===== src/rtl/ebus_pkg.sv =====
// Shared EBUS definitions: data width, data type and the top-level driver index order.
package ebus_pkg;

    localparam int unsigned EBUS_W    = 36;
    localparam int unsigned EBUS_NDRV = 13;

    // Bit 0 is the MSB (PDP-10 0:35 numbering).
    typedef bit [0:EBUS_W-1] ebusData_t;

    typedef enum int unsigned {
        DrvApr = 0,
        DrvCon = 1,
        DrvCra = 2,
        DrvCtl = 3,
        DrvDte = 4,
        DrvEdp = 5,
        DrvIr  = 6,
        DrvMbz = 7,
        DrvMtr = 8,
        DrvPic = 9,
        DrvScd = 10,
        DrvShm = 11,
        DrvVma = 12
    } ebus_drv_e;

endpackage


===== src/rtl/ebus_arb_mux_if.sv =====
// EBUS driver-side inputs and registered mux outputs; master drives the requests, slave is the mux.
interface ebus_arb_mux_if #(
    parameter int unsigned NDRV = 13,
    parameter int unsigned W    = 36,
    parameter int unsigned CW   = 8
);
    localparam int unsigned OW = (NDRV > 1) ? $clog2(NDRV) : 1;

    logic [NDRV-1:0]   drvDriving;
    logic [NDRV*W-1:0] drvData;
    logic              clrErr;
    logic [0:W-1]      data;
    logic              valid;
    logic [OW-1:0]     owner;
    logic              contention;
    logic [NDRV-1:0]   contMask;
    logic [CW-1:0]     contCount;
    logic              holdTimeout;
    logic              dataPar;

    modport master (
        output drvDriving, drvData, clrErr,
        input  data, valid, owner, contention, contMask, contCount, holdTimeout, dataPar
    );

    modport slave (
        input  drvDriving, drvData, clrErr,
        output data, valid, owner, contention, contMask, contCount, holdTimeout, dataPar
    );

endinterface


===== src/rtl/ebus_prio_enc.sv =====
// Fixed-priority encoder: lowest asserted index wins; also flags one-or-more and two-or-more requests.
module ebus_prio_enc #(
    parameter  int unsigned NDRV = 13,
    localparam int unsigned OW   = (NDRV > 1) ? $clog2(NDRV) : 1
) (
    input  logic [NDRV-1:0] req,
    output logic [OW-1:0]   win,
    output logic            any,
    output logic            multi
);

    always_comb begin
        win   = '0;
        any   = 1'b0;
        multi = 1'b0;
        for (int unsigned i = 0; i < NDRV; i++) begin
            if (req[i]) begin
                if (!any) win = OW'(i);
                multi = multi | any;
                any   = 1'b1;
            end
        end
    end

endmodule


===== src/rtl/ebus_arb_mux.sv =====
// EBUS priority mux with 1-cycle registered output, contention capture and stuck-driver timeout.
// Define EBUS_PARITY_EN to build the registered odd-parity output dataPar (tied 0 otherwise).
module ebus_arb_mux
    import ebus_pkg::*;
#(
    parameter int unsigned NDRV    = EBUS_NDRV,
    parameter int unsigned W       = EBUS_W,
    parameter int unsigned CW      = 8,
    parameter int unsigned MAXHOLD = 1024
) (
    input logic           clk,
    input logic           CROBAR,
    ebus_arb_mux_if.slave bus
);

    localparam int unsigned OW = (NDRV > 1) ? $clog2(NDRV) : 1;

    logic [OW-1:0]   win;
    logic            any;
    logic            multi;
    logic [0:W-1]    data_d;
    logic [0:W-1]    data_q;
    logic            valid_q;
    logic [OW-1:0]   owner_q;
    logic            cont_q;
    logic [NDRV-1:0] mask_q;
    logic [CW-1:0]   count_q;
    logic [CW-1:0]   count_inc;
    logic            hold_to_q;
    logic            par;

    ebus_prio_enc #(
        .NDRV(NDRV)
    ) u_prio_enc (
        .req  (bus.drvDriving),
        .win  (win),
        .any  (any),
        .multi(multi)
    );

    assign data_d    = any ? bus.drvData[int'(win)*W +: W] : '0;
    assign count_inc = (&count_q) ? count_q : count_q + CW'(1);

    always_ff @(posedge clk) begin
        if (CROBAR) begin
            data_q  <= '0;
            valid_q <= 1'b0;
            owner_q <= '0;
            cont_q  <= 1'b0;
            mask_q  <= '0;
            count_q <= '0;
        end else begin
            data_q  <= data_d;
            valid_q <= any;
            if (any) owner_q <= win;
            // A clear in the same cycle as an event is applied first, so the event is recaptured.
            if (multi) begin
                cont_q  <= 1'b1;
                if (!cont_q || bus.clrErr) mask_q <= bus.drvDriving;
                count_q <= bus.clrErr ? CW'(1) : count_inc;
            end else if (bus.clrErr) begin
                cont_q  <= 1'b0;
                mask_q  <= '0;
                count_q <= '0;
            end
        end
    end

    if (MAXHOLD > 0) begin : g_hold
        localparam int unsigned HW = $clog2(MAXHOLD + 1);
        logic [HW-1:0] hold_q;
        logic [HW-1:0] hold_d;

        always_comb begin
            hold_d = hold_q;
            if (!any) begin
                hold_d = '0;
            end else if (valid_q && (win == owner_q)) begin
                if (hold_q != HW'(MAXHOLD)) hold_d = hold_q + HW'(1);
            end else begin
                hold_d = HW'(1);
            end
        end

        always_ff @(posedge clk) begin
            if (CROBAR) begin
                hold_q    <= '0;
                hold_to_q <= 1'b0;
            end else begin
                hold_q <= hold_d;
                if (hold_d == HW'(MAXHOLD)) hold_to_q <= 1'b1;
                else if (bus.clrErr)        hold_to_q <= 1'b0;
            end
        end
    end else begin : g_no_hold
        assign hold_to_q = 1'b0;
    end

`ifdef EBUS_PARITY_EN
    always_ff @(posedge clk) begin
        if (CROBAR) par <= 1'b0;
        else        par <= ~^data_d;
    end
`else
    assign par = 1'b0;
`endif

    assign bus.data        = data_q;
    assign bus.valid       = valid_q;
    assign bus.owner       = owner_q;
    assign bus.contention  = cont_q;
    assign bus.contMask    = mask_q;
    assign bus.contCount   = count_q;
    assign bus.holdTimeout = hold_to_q;
    assign bus.dataPar     = par;

endmodule


===== src/flat_wrapper.sv =====
// flat-port wrapper written by rule: the top's interface ports become plain ports
module ebus_arb_mux_flat import ebus_pkg::*;
#(
    parameter int unsigned NDRV    = EBUS_NDRV,
    parameter int unsigned W       = EBUS_W,
    parameter int unsigned CW      = 8,
    parameter int unsigned MAXHOLD = 1024
)
  (clk, CROBAR, bus_drvDriving, bus_drvData, bus_clrErr, bus_data, bus_valid, bus_owner, bus_contention, bus_contMask, bus_contCount, bus_holdTimeout, bus_dataPar);
  ebus_arb_mux_if #(.NDRV(NDRV), .W(W), .CW(CW)) bus_i ();
  input logic clk;
  input logic CROBAR;
  input wire logic [$bits(bus_i.drvDriving)-1:0] bus_drvDriving;
  input wire logic [$bits(bus_i.drvData)-1:0] bus_drvData;
  input wire logic [$bits(bus_i.clrErr)-1:0] bus_clrErr;
  output wire logic [$bits(bus_i.data)-1:0] bus_data;
  output wire logic [$bits(bus_i.valid)-1:0] bus_valid;
  output wire logic [$bits(bus_i.owner)-1:0] bus_owner;
  output wire logic [$bits(bus_i.contention)-1:0] bus_contention;
  output wire logic [$bits(bus_i.contMask)-1:0] bus_contMask;
  output wire logic [$bits(bus_i.contCount)-1:0] bus_contCount;
  output wire logic [$bits(bus_i.holdTimeout)-1:0] bus_holdTimeout;
  output wire logic [$bits(bus_i.dataPar)-1:0] bus_dataPar;
  assign bus_i.drvDriving = bus_drvDriving;
  assign bus_i.drvData = bus_drvData;
  assign bus_i.clrErr = bus_clrErr;
  assign bus_data = bus_i.data;
  assign bus_valid = bus_i.valid;
  assign bus_owner = bus_i.owner;
  assign bus_contention = bus_i.contention;
  assign bus_contMask = bus_i.contMask;
  assign bus_contCount = bus_i.contCount;
  assign bus_holdTimeout = bus_i.holdTimeout;
  assign bus_dataPar = bus_i.dataPar;
  ebus_arb_mux #(.NDRV(NDRV), .W(W), .CW(CW), .MAXHOLD(MAXHOLD)) u_core (.clk(clk), .CROBAR(CROBAR), .bus(bus_i));
endmodule

===== config.mk =====
export PLATFORM = sky130hd
export DESIGN_NAME = ebus_arb_mux_flat
export DESIGN_NICKNAME = d
export VERILOG_FILES = /design/src/rtl/ebus_pkg.sv /design/src/rtl/ebus_arb_mux_if.sv /design/src/rtl/ebus_prio_enc.sv /design/src/rtl/ebus_arb_mux.sv /design/src/flat_wrapper.sv
export SDC_FILE = /design/constraint.sdc
export NUM_CORES = 1
export LEC_CHECK = 0
export ABC_AREA = 0
export CAP_MARGIN = 20
export CORE_AREA = 4 4 214 216
export CTS_CLUSTER_DIAMETER = 100
export DETAILED_ROUTE_END_ITERATION = 16
export DIE_AREA = 0 0 218 220
export DONT_BUFFER_PORTS = 1
export GPL_ROUTABILITY_DRIVEN = 0
export SLEW_MARGIN = 40
export SYNTH_ARGS = -nofsm -noshare
export SYNTH_HDL_FRONTEND = slang
export SYNTH_SLANG_ARGS = --single-unit

===== constraint.sdc =====
create_clock -name clk -period 3.4 [get_ports clk]
set_input_delay 0.68 -clock clk [delete_from_list [all_inputs] [get_ports clk]]
set_output_delay 0.68 -clock clk [all_outputs]
set_load 0.05 [all_outputs]

==> qor.yml, run 1 <==
clock_tree:
  cts_setup_buffers: 0
  cts_tree: "built"
  clockRootBuffer: "clkbuf_16"
  clk_latency_ns: 0.37
  h-tree-depth: 3
  cts_made_buffers: 9
  cts.clk_slew.worst_paths_ns: 0.07
  cts.sinks: 75
  cts_hold_buffers: 0
  ctsResizeCount: 0
  clock_path_buffers: 2
worst_setup_path:
  cp_num_buf_inv: 1
  worstSetupPathType: "primary input to flop"
  r2r-start: "u_core.g_hold.hold_q[0]"
  critPathMaxFanout: 38
  cp-end-kind: "flop"
  required_ns: 3.66
  crit_path_cell_trace: "or4_1 > or4_2 > buf_4 > nand4_1 > a41oi_1 > a211o_1"
  reg2regPathDepth: 7
  path_delay_family: "simple AND/OR/NAND/NOR gates"
  reg2reg_to: "u_core.bus.holdTimeout"
  critPathLaunchType: "primary input"
  r2r_slack_ns: 1.31
  arrival_ns: 3.31
  cpPeakStageDelay_ns: 0.71
  critical-path-slowest-cell: "or4_2"
layout:
  num-nets-final: 1309
  finalInstanceArea_sq_mm: 0.008258
  drive_above_1_share_pct: 14.15
  finalNonFillerCells: 1424
  areaGrowthSynthToFinish_pct: 15.20
  post-route-util_pct: 18.80
synthesis:
  yosys-top-cells-count: "o211ai_1, clkbuf_1, dfxtp_1, nand4_1"
  ys_ff_latch: 75
  synthFlopType: "dfxtp_1"
  synth_edf_count: 0
  yosysUniqueCellTypes: 63
  syn_inst: 872
  synth_most_common_cell: "o211ai_1"
  synth_top_area_cell: "dfxtp_1"
  netlist_area_sq_mm: 0.007168
  synth_top_area_share_pct: 20.95
  async_flop_share_pct: 0
  synthesis.nets: 1359
  postSynthAreaPerCell_sq_um: 8.220
  synth_warnings: 0
  yosysSeqAreaShare_pct: 20.95
  synthTopCellsByArea: "dfxtp_1, o211ai_1, mux4_2, nand4_1, mux2i_1"
routing:
  vias: 8211
  ant_nets: 0
  drc: 0
  viasPerCell: 5.766
  wirelength_mm: 44.12
  drtIter0Drc: 1048
  firstDrtPassIters: 6
  wl_per_cell_um: 30.98
die:
  initial_core_util_pct: 16.32
  coreArea_sq_mm: 0.04393
  die_y_um: 220
  rows: 77
  fp.dieArea_sq_mm: 0.04796
  die_w_um: 218
  ios: 549
global_route:
  first_global_vias: 7742
  grt_usage_pct: 17.11
  grt_max_degree: 73
  grt-ovfl-total: 0
  grt_antenna_before_repair: 23
  grt_pass1_wl_mm: 59.06
sta:
  period_minus_slack_ns: 3.052
  tightest_slew_ns: 0.7271
  max_freq_mhz: 327.7
  max-slew-margin-rel_pct: 50.89
  period_share_pct: 89.76
  maxSlewViolCount: 0
  rsz0062_at_grt: "no"
  finalClockSkew_ns: 0.007791
  hold_ws_ns: 0.3647
  setup_violations: 0
  final-hold-violation-count: 0
power:
  p_leak_uw: 0.002585
  power_density_mw_per_mm2: 344.6
  p_total_uw: 2846
  irDropWorstVdd_uv: 154.9
worst_hold_path:
  min_from: "CROBAR"
  hold_depth: 1
  hold_class: "primary input to flop"
  holdPathEnd: "u_core.bus.owner[0]"
outcome:
  status: "complete, no violations"
place:
  place_area_sq_mm: 0.007965
  place_inst: 1403
  io_buffers: 0
  dpl.hpwl_mm: 35.65
flow_run:
  max_cap_violations: 0
power by group:
part / leakage (uW) / switching (uW) / internal [uW]
Combinational: 0.00183 / 365 / 288
Sequential: 0.000619 / 260 / 940
Clock: 0.000133 / 490 / 502
layout by cell type, fill, tap and decap left out, types with 7 or more instances in the layout:
master     instances
clkbuf_16          9
dfxtp_1           75
inv_1              7
buf_12             8
mux4_2            35
a21o_1            36
nor2_1            34
o211ai_1         106
a211o_1           35
or3_1              7
nand3_1           48
nor3_1             8
buf_4             38
nand2_1           52
a41oi_1           35
nand4_1           75
o21ai_0           53
a22o_1            13
a21oi_1           13
mux2i_1           37
state kept, by name, indices dropped and copies added (netlist names):
signal                  cells
u_core.bus.contMask        13
u_core.bus.valid            1
u_core.bus.data            36
u_core.bus.contention       1
u_core.bus.holdTimeout      1
u_core.bus.contCount        8
u_core.g_hold.hold_q       11
u_core.bus.owner            4
routing by layer:
layer,share of wire [%],global-route usage [%],vias up
met2,46,26.87,667
met5,0.45,0,-
li1,-,-,3423
met3,15,10.18,91
met1,36,20.25,3998
met4,1.6,3.539,32
area by class of cell:
type,instances,area [sq um]
clock inverter,6,47.55
fill,4989,35670
clock buffer,10,229.0
antenna,5,12.51
tap,592,740.7
multi-input combinational,681,5240
inverter,8,30.03
sequential,75,1501
timing repair buffer,47,456.7
worst max-delay path by stage:
stage | slack, ns | cells after the start | from | endpoint
CTS | 0.31 | 6 | bus_drvDriving[3] | u_core.bus.data[35]
global placement | -0.03 | 6 | bus_drvDriving[3] | u_core.bus.data[35]
detailed placement | -0.1 | 6 | bus_drvDriving[3] | u_core.bus.data[35]
finish | 0.35 | 6 | bus_drvDriving[3] | u_core.bus.data[35]
floorplan | 0.49 | 9 | bus_drvDriving[8] | u_core.bus.data[10]
global route | 0.26 | 6 | bus_drvDriving[3] | u_core.bus.data[35]
cells by family (layout without fill, tap and decap cells):
group,after synthesis,after routing,share of synthesized area (%)
AOI/OAI and AO/OA,325,325,33.58
buffers and inverters,116,71,6.912
and+or+nand+nor,267,267,20.20
other,1,6,0.05231
DFF,75,75,20.95
xor gates and xnor gates,11,11,1.344
adders and majority gates,5,5,0.8030
muxes,72,72,16.16
worst reg2reg max path: stages, from the launching register on:
cell and delay (ns):
dfxtp_1 0.49, ha_1 0.26, and3_1 0.28, nand3_1 0.23, mux2i_1 0.18, a221o_1 0.33
o2111ai_1 0.11, o31ai_1 0.08
metrics by stage:
step | TNS (ns) | setup slack, ns
final | 0 | 0.3480
after global routing | 0 | 0.2588
after CTS | 0 | 0.3092
after detailed placement | -0.09771 | -0.09771
after global placement | -0.03276 | -0.03276
after floorplan | 0 | 0.4923
(Power assumes the default switching activity.)
==> run 2: changes to the inputs <==
Settings changed: PLACE_DENSITY set to 0.37.
==> run 2 against run 1 <==
Against the previous run:
- clock skew increased by 0.0032 ns
- clock power about the same
- non-clock buffer count decreased by 8
- final cell count decreased by 0.28%
- combinational power decreased by 3.2%
- register-to-register slack got worse by 0.02 ns
- global-route usage decreased by 0.47 points
- die area unchanged
- sequential cell count unchanged
- count of clock-buffer cells in the layout decreased by 1
==> qor.yml, run 2 (synthesis gave the netlist of run 1 again) <==
die:
  coreArea_sq_mm: 0.04393  # unchanged
  fp.dieArea_sq_mm: 0.04796  # unchanged
  ios: 549  # unchanged
  initial_core_util_pct: 16.32  # unchanged
  die_y_um: 220  # unchanged
  die_w_um: 218  # unchanged
  rows: 77  # unchanged
sta:
  setup_violations: 0  # unchanged
  hold_ws_ns: 0.3652  # was 0.3647 ns
  maxSlewViolCount: 0  # unchanged
  max_freq_mhz: 331.4  # was 327.7 MHz
  finalClockSkew_ns: 0.01097  # was 0.007791 ns
  tightest_slew_ns: 0.8270  # was 0.7271 ns
  final-hold-violation-count: 0  # unchanged
  period_share_pct: 88.74  # was 89.76%
  max-slew-margin-rel_pct: 44.87  # was 50.89%
  period_minus_slack_ns: 3.017  # was 3.052 ns
  rsz0062_at_grt: "no"  # unchanged
power:
  irDropWorstVdd_uv: 168.6  # was 154.9 uV
  power_frac_comb_pct: 22.2  # was 23.0%
  power_density_mw_per_mm2: 346.7  # was 344.6 mW/mm^2
  clockPowerShare_pct: 35.9  # was 34.9%
  sw_frac_of_total_pct: 39.22  # was 39.21%
  intPower_uw: 1731  # was 1730 uW
  pwr-share-seq_pct: 41.9  # was 42.2%
  p_sw_uw: 1117  # was 1116 uW
  p_leak_uw: 0.002554  # was 0.002585 uW
clock_tree:
  cts_made_buffers: 9  # unchanged
  clock_path_buffers: 2  # unchanged
  cts_hold_buffers: 0  # unchanged
  clk_latency_ns: 0.38  # was 0.37 ns
  cts_setup_buffers: 0  # unchanged
  cts.clk_slew.worst_paths_ns: 0.07  # about the same
  ctsResizeCount: 0  # unchanged
  h-tree-depth: 3  # unchanged
  cts.sinks: 75  # unchanged
  cts_tree: "built"  # unchanged
  clockRootBuffer: "clkbuf_16"  # unchanged
global_route:
  first_global_vias: 7608  # was 7742
  grt_max_degree: 76  # was 73
  grt_usage_pct: 16.64  # was 17.11%
  grt_pass1_wl_mm: 58.27  # was 59.06 mm
  grt-ovfl-total: 0  # unchanged
  grt_antenna_before_repair: 11  # was 23
routing:
  vias: 7788  # was 8211
  ant_nets: 0  # unchanged
  wirelength_mm: 42.45  # was 44.12 mm
  firstDrtPassIters: 6  # unchanged
  wl_per_cell_um: 29.89  # was 30.98 um
  drc: 0  # unchanged
  viasPerCell: 5.485  # was 5.766
  drtIter0Drc: 575  # was 1048
worst_hold_path:
  hold_class: "primary input to flop"  # unchanged
worst_setup_path:
  worstSetupPathType: "primary input to flop"  # unchanged
  required_ns: 3.73  # was 3.66 ns
  cpMostUsedCell: "buf_4"
  cp_num_buf_inv: 2  # was 1
  path_delay_family: "simple AND/OR/NAND/NOR gates"  # unchanged
  cp-end-kind: "flop"  # unchanged
  cpPeakStageDelay_ns: 0.59  # was 0.71 ns
  critPathLaunchType: "primary input"  # unchanged
  crit_path_cell_trace: "or4_1 > nor4_4 > buf_4 > buf_4 > o211ai_1 > a41oi_1 > a211o_1"  # was or4_1 > or4_2 > buf_4 > nand4_1 > a41oi_1 > a211o_1
  critical-path-slowest-cell: "or4_1"  # was or4_2
  critPathMaxFanout: 35  # was 38
  arrival_ns: 3.34  # was 3.31 ns
layout:
  final_common_cell: "o211ai_1"  # unchanged
  post-route-util_pct: 18.69  # was 18.80%
  layout_common_cells: "o211ai_1, nand4_1, dfxtp_1"  # unchanged
  largest_reg_flops: 36  # unchanged
  areaGrowthSynthToFinish_pct: 14.58  # was 15.20%
  finalNonFillerCells: 1420  # was 1424
  finalInstanceArea_sq_mm: 0.008213  # was 0.008258 sq mm
  drive_above_1_share_pct: 13.43  # was 14.15%
  num-nets-final: 1301  # was 1309
place:
  io_buffers: 0  # unchanged
  place_inst: 1394  # was 1403
  place_area_sq_mm: 0.007886  # was 0.007965 sq mm
  dpl.hpwl_mm: 34.30  # was 35.65 mm
flow_run:
  max_cap_violations: 0  # unchanged
outcome:
  status: "complete, no violations"  # unchanged
[run 2: changes by cell type in the layout (fill, tap and decap cells not counted), sizes merged]
| cell | delta |
|---|---|
| buf | -8 |
| diode | +4 |
| clkbuf | -1 |
| inv | +1 |
[run 2: per-layer routing]
| layer | wire (um) | GRT usage [%] | share of wire (%) |
|---|---|---|---|
| met1 | 16750 | 20.38 | 39 |
| met2 | 20740 | 27.14 | 49 |
| met3 | 3782 | 5.847 | 8.9 |
| met4 | 1146 | 5.898 | 2.7 |
| met5 | 24 | 0 | 0.057 |
[run 2: power groups by stage]
stage / clock [uW] / sequential (uW) / combinational [uW]
after floorplan: 0 / 1190 / 479
after global placement: 0 / 1220 / 608
after detailed placement: 0 / 1220 / 626
after CTS: 1080 / 1200 / 628
after global routing: 1100 / 1200 / 686
final: 1020 / 1190 / 632
[run 2: final timing paths]
kind / to / slack, ns / cells past startpoint / start
worst max-delay path: u_core.bus.data[35] / 0.38 / 7 / bus_drvDriving[3]
worst min-delay path: u_core.bus.owner[0] / 0.37 / 1 / CROBAR
worst max register to register: u_core.bus.holdTimeout / 1.29 / 7 / u_core.g_hold.hold_q[0]
worst min register to register: u_core.g_hold.hold_q[10] / 0.56 / 2 / u_core.g_hold.hold_q[10]
[run 2: through the flow]
step	power, uW	setup slack [ns]	setup TNS, ns
final	2847	0.3829	0
after global routing	2982	0.1851	0
after CTS	2902	0.3077	0
after detailed placement	1841	-0.1126	-0.1212
after global placement	1827	-0.06477	-0.06477
after floorplan	1669	0.4923	0
[run 2: layout make-up]
cell class,count,area (sq um)
Fill cell,5037,35720
Sequential cell,75,1501
Tap cell,592,740.7
Antenna cell,9,22.52
Timing Repair Buffer,39,395.4
Multi-Input combinational cell,681,5239
Clock inverter,7,58.81
Clock buffer,9,225.2
Inverter,8,30.03
